$ cat src/rtl/keypad_scanner.sv
// 4x4 membrane keypad scanner: walks the columns, synchronises and debounces the
// rows, and reports each accepted press as a key_valid or cancel pulse.
module keypad_scanner #(
    parameter int SCAN_DIV        = 250,
    parameter int DEBOUNCE_CYCLES = 500000
) (
    input  logic       clk,
    input  logic       reset_n,
    input  logic [3:0] row_n,
    output logic [3:0] col_n,
    output logic       key_valid,
    output logic [3:0] key_value,
    output logic       cancel,
    output logic       key_held
);

    localparam int DIV_W = (SCAN_DIV > 1) ? $clog2(SCAN_DIV) : 1;
    localparam int DB_W  = $clog2(DEBOUNCE_CYCLES + 1);
    localparam logic [DIV_W-1:0] DIV_LAST = DIV_W'(SCAN_DIV - 1);
    localparam logic [DB_W-1:0]  DB_DONE  = DB_W'(DEBOUNCE_CYCLES);

    localparam logic [1:0] ST_SCAN         = 2'd0;
    localparam logic [1:0] ST_DEBOUNCE     = 2'd1;
    localparam logic [1:0] ST_EMIT         = 2'd2;
    localparam logic [1:0] ST_WAIT_RELEASE = 2'd3;

    logic [3:0]       sync1_reg, rs_reg;
    logic [1:0]       state_reg, state_next;
    logic [1:0]       idx_reg, idx_next;
    logic [DIV_W-1:0] div_cnt_reg, div_cnt_next;
    logic [DB_W-1:0]  db_cnt_reg, db_cnt_next;
    logic [3:0]       pat_reg, pat_next;
    logic             key_valid_reg, key_valid_next;
    logic             cancel_reg, cancel_next;
    logic [3:0]       key_value_reg, key_value_next;
    logic             key_held_reg, key_held_next;

    logic [3:0]       rows_low;
    logic             one_low;
    logic [DB_W-1:0]  db_inc;
    logic [DIV_W-1:0] div_inc;
    logic [1:0]       latched_row;

    function automatic logic [1:0] row_of(input logic [3:0] pat);
        case (pat)
            4'b1101: row_of = 2'd1;
            4'b1011: row_of = 2'd2;
            4'b0111: row_of = 2'd3;
            default: row_of = 2'd0;
        endcase
    endfunction

    // Code for (row, col); (3,0) is '*' and is handled as cancel, never as a code.
    function automatic logic [3:0] key_code(input logic [1:0] r, input logic [1:0] c);
        case ({r, c})
            4'h0: key_code = 4'h1;
            4'h1: key_code = 4'h2;
            4'h2: key_code = 4'h3;
            4'h3: key_code = 4'hA;
            4'h4: key_code = 4'h4;
            4'h5: key_code = 4'h5;
            4'h6: key_code = 4'h6;
            4'h7: key_code = 4'hB;
            4'h8: key_code = 4'h7;
            4'h9: key_code = 4'h8;
            4'hA: key_code = 4'h9;
            4'hB: key_code = 4'hC;
            4'hD: key_code = 4'h0;
            4'hE: key_code = 4'hE;
            4'hF: key_code = 4'hD;
            default: key_code = 4'h0;
        endcase
    endfunction

    assign rows_low    = ~rs_reg;
    assign one_low     = (rows_low != 4'h0) && ((rows_low & (rows_low - 4'h1)) == 4'h0);
    assign db_inc      = db_cnt_reg + DB_W'(1);
    assign div_inc     = div_cnt_reg + DIV_W'(1);
    assign latched_row = row_of(pat_reg);

    always_comb begin
        state_next     = state_reg;
        idx_next       = idx_reg;
        div_cnt_next   = div_cnt_reg;
        db_cnt_next    = db_cnt_reg;
        pat_next       = pat_reg;
        key_valid_next = 1'b0;
        cancel_next    = 1'b0;
        key_value_next = key_value_reg;
        key_held_next  = key_held_reg;

        case (state_reg)
            ST_SCAN: begin
                if (div_cnt_reg == DIV_LAST) begin
                    div_cnt_next = '0;
                    if (one_low) begin
                        pat_next    = rs_reg;
                        db_cnt_next = '0;
                        state_next  = ST_DEBOUNCE;
                    end else begin
                        idx_next = idx_reg + 2'd1;
                    end
                end else begin
                    div_cnt_next = div_inc;
                end
            end
            ST_DEBOUNCE: begin
                if (rs_reg == pat_reg) begin
                    if (db_inc == DB_DONE) begin
                        // Pulses are registered on entry so they are high exactly in EMIT.
                        db_cnt_next   = '0;
                        state_next    = ST_EMIT;
                        key_held_next = 1'b1;
                        if (latched_row == 2'd3 && idx_reg == 2'd0) begin
                            cancel_next = 1'b1;
                        end else begin
                            key_valid_next = 1'b1;
                            key_value_next = key_code(latched_row, idx_reg);
                        end
                    end else begin
                        db_cnt_next = db_inc;
                    end
                end else begin
                    db_cnt_next  = '0;
                    div_cnt_next = '0;
                    idx_next     = idx_reg + 2'd1;
                    state_next   = ST_SCAN;
                end
            end
            ST_EMIT: begin
                db_cnt_next = '0;
                state_next  = ST_WAIT_RELEASE;
            end
            default: begin
                if (rs_reg == 4'hF) begin
                    if (db_inc == DB_DONE) begin
                        db_cnt_next   = '0;
                        div_cnt_next  = '0;
                        idx_next      = idx_reg + 2'd1;
                        key_held_next = 1'b0;
                        state_next    = ST_SCAN;
                    end else begin
                        db_cnt_next = db_inc;
                    end
                end else begin
                    db_cnt_next = '0;
                end
            end
        endcase
    end

    always_ff @(posedge clk or negedge reset_n) begin
        if (!reset_n) begin
            sync1_reg     <= 4'hF;
            rs_reg        <= 4'hF;
            state_reg     <= ST_SCAN;
            idx_reg       <= 2'd0;
            div_cnt_reg   <= '0;
            db_cnt_reg    <= '0;
            pat_reg       <= 4'hF;
            key_valid_reg <= 1'b0;
            cancel_reg    <= 1'b0;
            key_value_reg <= 4'h0;
            key_held_reg  <= 1'b0;
        end else begin
            sync1_reg     <= row_n;
            rs_reg        <= sync1_reg;
            state_reg     <= state_next;
            idx_reg       <= idx_next;
            div_cnt_reg   <= div_cnt_next;
            db_cnt_reg    <= db_cnt_next;
            pat_reg       <= pat_next;
            key_valid_reg <= key_valid_next;
            cancel_reg    <= cancel_next;
            key_value_reg <= key_value_next;
            key_held_reg  <= key_held_next;
        end
    end

    generate
        for (genvar gi = 0; gi < 4; gi++) begin : g_col
            assign col_n[gi] = (idx_reg != 2'(gi));
        end
    endgenerate

    assign key_valid = key_valid_reg;
    assign cancel    = cancel_reg;
    assign key_value = key_value_reg;
    assign key_held  = key_held_reg;

endmodule

$ cat config.mk
export PLATFORM = sky130hd
export DESIGN_NAME = keypad_scanner
export DESIGN_NICKNAME = d
export VERILOG_FILES = /design/src/rtl/keypad_scanner.sv
export SDC_FILE = /design/constraint.sdc
export NUM_CORES = 1
export LEC_CHECK = 0
export CAP_MARGIN = 25
export CELL_PAD_IN_SITES_DETAIL_PLACEMENT = 0
export CELL_PAD_IN_SITES_GLOBAL_PLACEMENT = 1
export CORE_MARGIN = 1
export CORE_UTILIZATION = 50
export DETAILED_ROUTE_END_ITERATION = 6
export PLACE_DENSITY_LB_ADDON = 0.15
export SETUP_SLACK_MARGIN = 0.3
export SYNTH_ARGS = -nofsm -noshare
export SYNTH_HDL_FRONTEND = slang
export SYNTH_SLANG_ARGS = --single-unit
$ cat constraint.sdc
create_clock -name clk -period 5.9 [get_ports clk]
set_input_delay 1.18 -clock clk [delete_from_list [all_inputs] [get_ports clk]]
set_output_delay 1.18 -clock clk [all_outputs]
set_load 0.03 [all_outputs]
# Yosys cells after proc, flatten, opt, wreduce, memory -nomap -nowiden
# Memories as Yosys holds them, arrays and structs flattened. A register that Yosys moved wholly into a read port is not among the register bits.
# Cells that the tools add are included.
[word_totals] n_memories=1 regBits=46 in_bits=6 romBits=64 output_inout_bits=11 word_cells=98
[classes] addsub=4 eq_ne=19 bitwise_logic=5 reduce_logical=21 mux=38
[mem_list] memory="(no name shown)" depth=16 word_bits=4 rd=1 rd_ports_with_merged_regs=1 write_ports=0 line_no="55" source="case ({r, c})"
[ops] op="$mux W19" count=5
[ops] op="$pmux W19 S3" count=1
[ops] op="$mux W8" count=4
[ops] op="$pmux W8 S3" count=1
[ops] op="$mux W2" count=11
[ops] op="$add A19 B1 Y19 const B" count=1
[ops] op="$eq A19 B19 Y1 const B" count=1
[ops] op="$pmux W2 S3" count=3
[ops] op="$ne A2 B2 Y1 const B" count=7
[ops] op="$eq A4 B4 Y1 const B" count=3
[ops] op="$mux W1" count=12
[ops] op="$reduce_and A4 Y1" count=3
[ops] op="$reduce_bool A4 Y1" count=3
[ops] op="$add A8 B1 Y8 const B" count=1
[ops] op="$eq A8 B8 Y1 const B" count=1
[ops] op="$reduce_and A6 Y1" count=1
[ops] op="$reduce_bool A3 Y1" count=2
[ops] op="$reduce_and A5 Y1" count=1
[ops] op="$and A4 B4 Y4" count=1
[ops] op="$eq A2 B2 Y1 const B" count=2
[ops] op="$eq A4 B3 Y1 const B" count=1
[ops] op="$eq A4 B4 Y1" count=1
[ops] op="$logic_not A2 Y1" count=2
[ops] op="$logic_not A4 Y1" count=1
[ops] op="other kinds (14)" count=18

# Logic depth before layout (Yosys ltp)
[logic_depth] ltp_word=8 mapped_depth=10 depth_no_buf=8

# Worst setup path before layout
# Ideal clock, no wire load.
[synth_timing] path_kind="register to register" start="reg db_cnt_reg[0]" end="reg key_value_reg[0], in the netlist key_value[0]" t_required_ps=5772 t_arrival_ps=2414 setup_ps=128 path_buffers=0 path_slack_ps=3358 stages_incl_launch_ff=9 synth_period_minus_slack_ps=2542 path_cell_list="dfrtp_1 > ha_1 > nand3_1 > nor2_1 > nand4_1 > a2111oi_4 > nand3_4 > nor3_4 > mux2_1"
[synth_between] elab_chain_len=3
[synth_rtl] element="from (decl)" line_no="31" source="logic [DB_W-1:0] db_cnt_reg, db_cnt_next;"
[synth_rtl] element="from (signal assigned)" line_no="171" source="db_cnt_reg <= db_cnt_next;"
[synth_rtl] element="$add A19 B1 Y19" line_no="77" source="assign db_inc = db_cnt_reg + DB_W'(1);"
[synth_rtl] element="$eq A19 B19 Y1" line_no="109" source="if (db_inc == DB_DONE) begin"
[synth_rtl] element="$reduce_and A4 Y1 (no source line)"
[synth_rtl] element="to (decl)" line_no="35" source="logic [3:0] key_value_reg, key_value_next;"
# Every way passes these cells.
# A chain may end at the register's enable or synchronous reset.

# Worst setup path in the final report
[layout_timing] start="reg idx_reg[0]" end="out col_n[0]"
[layout_between] elab_chain_len=1
[layout_rtl] element="from (decl)" line_no="29" source="logic [1:0] idx_reg, idx_next;"
[layout_rtl] element="from (signal assigned)" line_no="169" source="idx_reg <= idx_next;"
[layout_rtl] element="$reduce_bool A2 Y1" line_no="182" source="assign col_n[gi] = (idx_reg != 2'(gi));"
[layout_rtl] element="to (decl)" line_no="10" source="output logic [3:0] col_n,"
# Every way passes these cells.

==> results.ini <==
[timing]
period_minus_slack_ns = 3.060
slew_headroom_pct = 57.70
fin_skew_ns = 0.01122
rsz0062_at_grt = false
hold_viol_final = 0
tns_ns = 0
setup-violations-final = 0
whs_ns = 0.3629
slew_violations = 0
period_share_pct = 51.87
tightestPinTransition_ns = 0.6279
fmax_ghz = 0.3268

[synth]
syn_area_um2 = 2957
synth_cells = 319
synth_top_cell_by_area = dfrtp_1
synth_nets = 334
synth_top_area_share_pct = 32.16
synth_edf_count = 0
synth_top_flop_cell = dfrtp_1
yosysMostFrequentCell = dfrtp_1
synth-seq-cells = 50
synth_area_leaders = dfrtp_1 (32%), dfstp_2 (11%), nand3_1 (4.7%)
async_flop_share_pct = 100.0
ys_warn_count = 0
synth_common_cells = dfrtp_1 (38), nand2_1 (29), nand3_1 (28)
ys_types = 56
seq_area_frac_synth_pct = 42.83
avgSynthCellArea_um2 = 9.268

[worst_setup_path]
endpoint_kind = output port
crit_required_ns = 4.72
path_class = reg -> out
arrival_ns = 1.88
cp_max_fo = 5
critPathLaunchType = flop

[global_routing]
globalRouteMet1Util_pct = 30.49
gr-max-usage-layer = met2
grtUsageMet3_pct = 3.793
grt_max_degree = 51
overflow = 0
use_met2_pct = 30.52
grt_pass1_vias = 2097
antenna_found_initial = 0
grt_use_total_pct = 20.48
grt_pass1_wl_um = 9970

[route]
drc = 0
routed_wl_um = 5830
initialDrtViolationCount = 154
vias = 2297
drt_first_pass_iters = 4
via_per_inst = 5.686
wire_per_inst_um = 14.43
final_antenna_net_count = 0

[pwr]
p_per_area_nw_per_um2 = 178.0
vdd.ir_drop.worst_mv = 0.1023
leakagePower_nw = 1.382

[clocking]
clock-sinks = 50
ctsRootBufferMaster = clkbuf_8
clk_latency_ns = 0.31
postCtsSetupBuffers = 0
cts_buffer_depth = 2
postCtsHoldBufs = 0
cts_resized = 0
cts_tree = done
cts_max_level = 2
cts_buffers = 5
clkTransAtPathRegs_ns = 0.11

[placement]
globalplace.congestion = 0.8251
dp_hpwl_um = 4162
placedCellCount = 396
io_buffers = 16

[run_status]
status = completed

[floorplanning]
core_area_um2 = 5608
dieArea_um2 = 6224
fp.dieW_um = 78.90
io_pins = 17
num_rows = 27
fp.dieH_um = 78.90
start_util_pct = 52.72

[min_path]
hold_class = reg -> reg

[final_layout]
largest_register_ffs = 19
final_nets = 346
area_growth_pct = 10.28
fin_util_pct = 58.14
drive_gt1_share_pct = 11.75
instances_no_fill = 404
insertedDiodeCount = 0

[run]
cap_violations = 0

[through the flow]
stage	power (mW)	cell area [um^2]	setup slack, ns
global placement	0.3705	3166	3.103
global route	0.6094	3261	2.701
finish	0.5804	3261	2.840
detailed placement	0.3711	3166	2.999
CTS	0.5885	3261	2.839
floorplan	0.3595	2957	3.358
[cells by family (layout without fill, tap and decap cells)]
kind of cell,count (synthesis),after routing,share of synthesized area (%)
AOI/OAI and AO/OA,72,72,16.72
xor gates and xnor gates,16,16,4.740
adders and majority gates,9,9,3.809
buffers and inverters,34,47,4.697
DFF,50,50,42.83
muxes,11,11,4.105
and+or+nand+nor,127,127,23.11
[cells in the final DEF (no fill, tap or decap), types with 4 or more instances in the layout]
cell             synthesis  layout
dfstp_2                 12      12
ha_1                     9       9
xor2_1                   4       4
mux2_1                   4       4
inv_1                   20      20
mux2_2                   5       5
nor2b_1                  4       4
nand3b_1                 4       4
a31oi_1                  7       7
nand2_1                 29      29
and3_1                  14      14
and2_1                   4       4
nand3_1                 28      28
dfrtp_1                 38      38
nand4_1                  5       5
a21oi_1                 18      18
clkbuf_8                 0       5
xnor2_1                 12      12
clkdlybuf4s50_1          0      15
nor2_1                  20      20
o21ai_0                 16      16
[path summary, 6_finish.rpt]
| path | startpoint | end | slack (ns) | cells past startpoint |
|---|---|---|---|---|
| min in group asynchronous | reset_n | db_cnt_reg[8]$_DFFE_PN0P_ | 0.96 | 2 |
| setup reg to reg | db_cnt_reg[0]$_DFFE_PN0P_ | db_cnt_reg[17]$_DFFE_PN0P_ | 2.98 | 9 |
| setup / recovery | idx_reg[0]$_DFFE_PN0P_ | col_n[0] | 2.84 | 4 |
| hold / removal | sync1_reg[3]$_DFF_PN1_ | rs_reg[3]$_DFF_PN1_ | 0.36 | 0 |
| max in group asynchronous | reset_n | db_cnt_reg[1]$_DFFE_PN0P_ | 4.51 | 2 |
| hold reg to reg | sync1_reg[3]$_DFF_PN1_ | rs_reg[3]$_DFF_PN1_ | 0.36 | 0 |
[where the power goes]
group / switching, mW / internal [mW] / leakage [nW]
Combinational: 0.00822 / 0.00547 / 0.690
Clock: 0.128 / 0.0883 / 0.0495
Sequential: 0.00248 / 0.348 / 0.642
Total: 0.139 / 0.442 / 1.38
[worst max-delay path, stage by stage, from the launching register on]
cell and delay (ns):
dfrtp_1 0.45, inv_1 0.15, ha_1 0.26, inv_1 0.06, clkdlybuf4s50_1 0.65
[final cells by class]
class | instances | area (um^2)
flip-flops and latches | 50 | 1266
clock buffers | 5 | 68.82
repair buffers | 19 | 177.7
fillers | 540 | 2347
clock inverters | 3 | 26.28
well taps | 72 | 90.09
multi-input cells | 235 | 1556
inverters | 20 | 75.07
[per-layer routing]
layer  share of wire [%]  routed length, um  up-vias
met5                   0                  0        -
met4                 1.0                 61        0
met3                 4.1                240        6
met2                  44               2539       47
met1                  51               2989     1078
li1                    -                  -     1166
(Power assumes the default switching activity.)
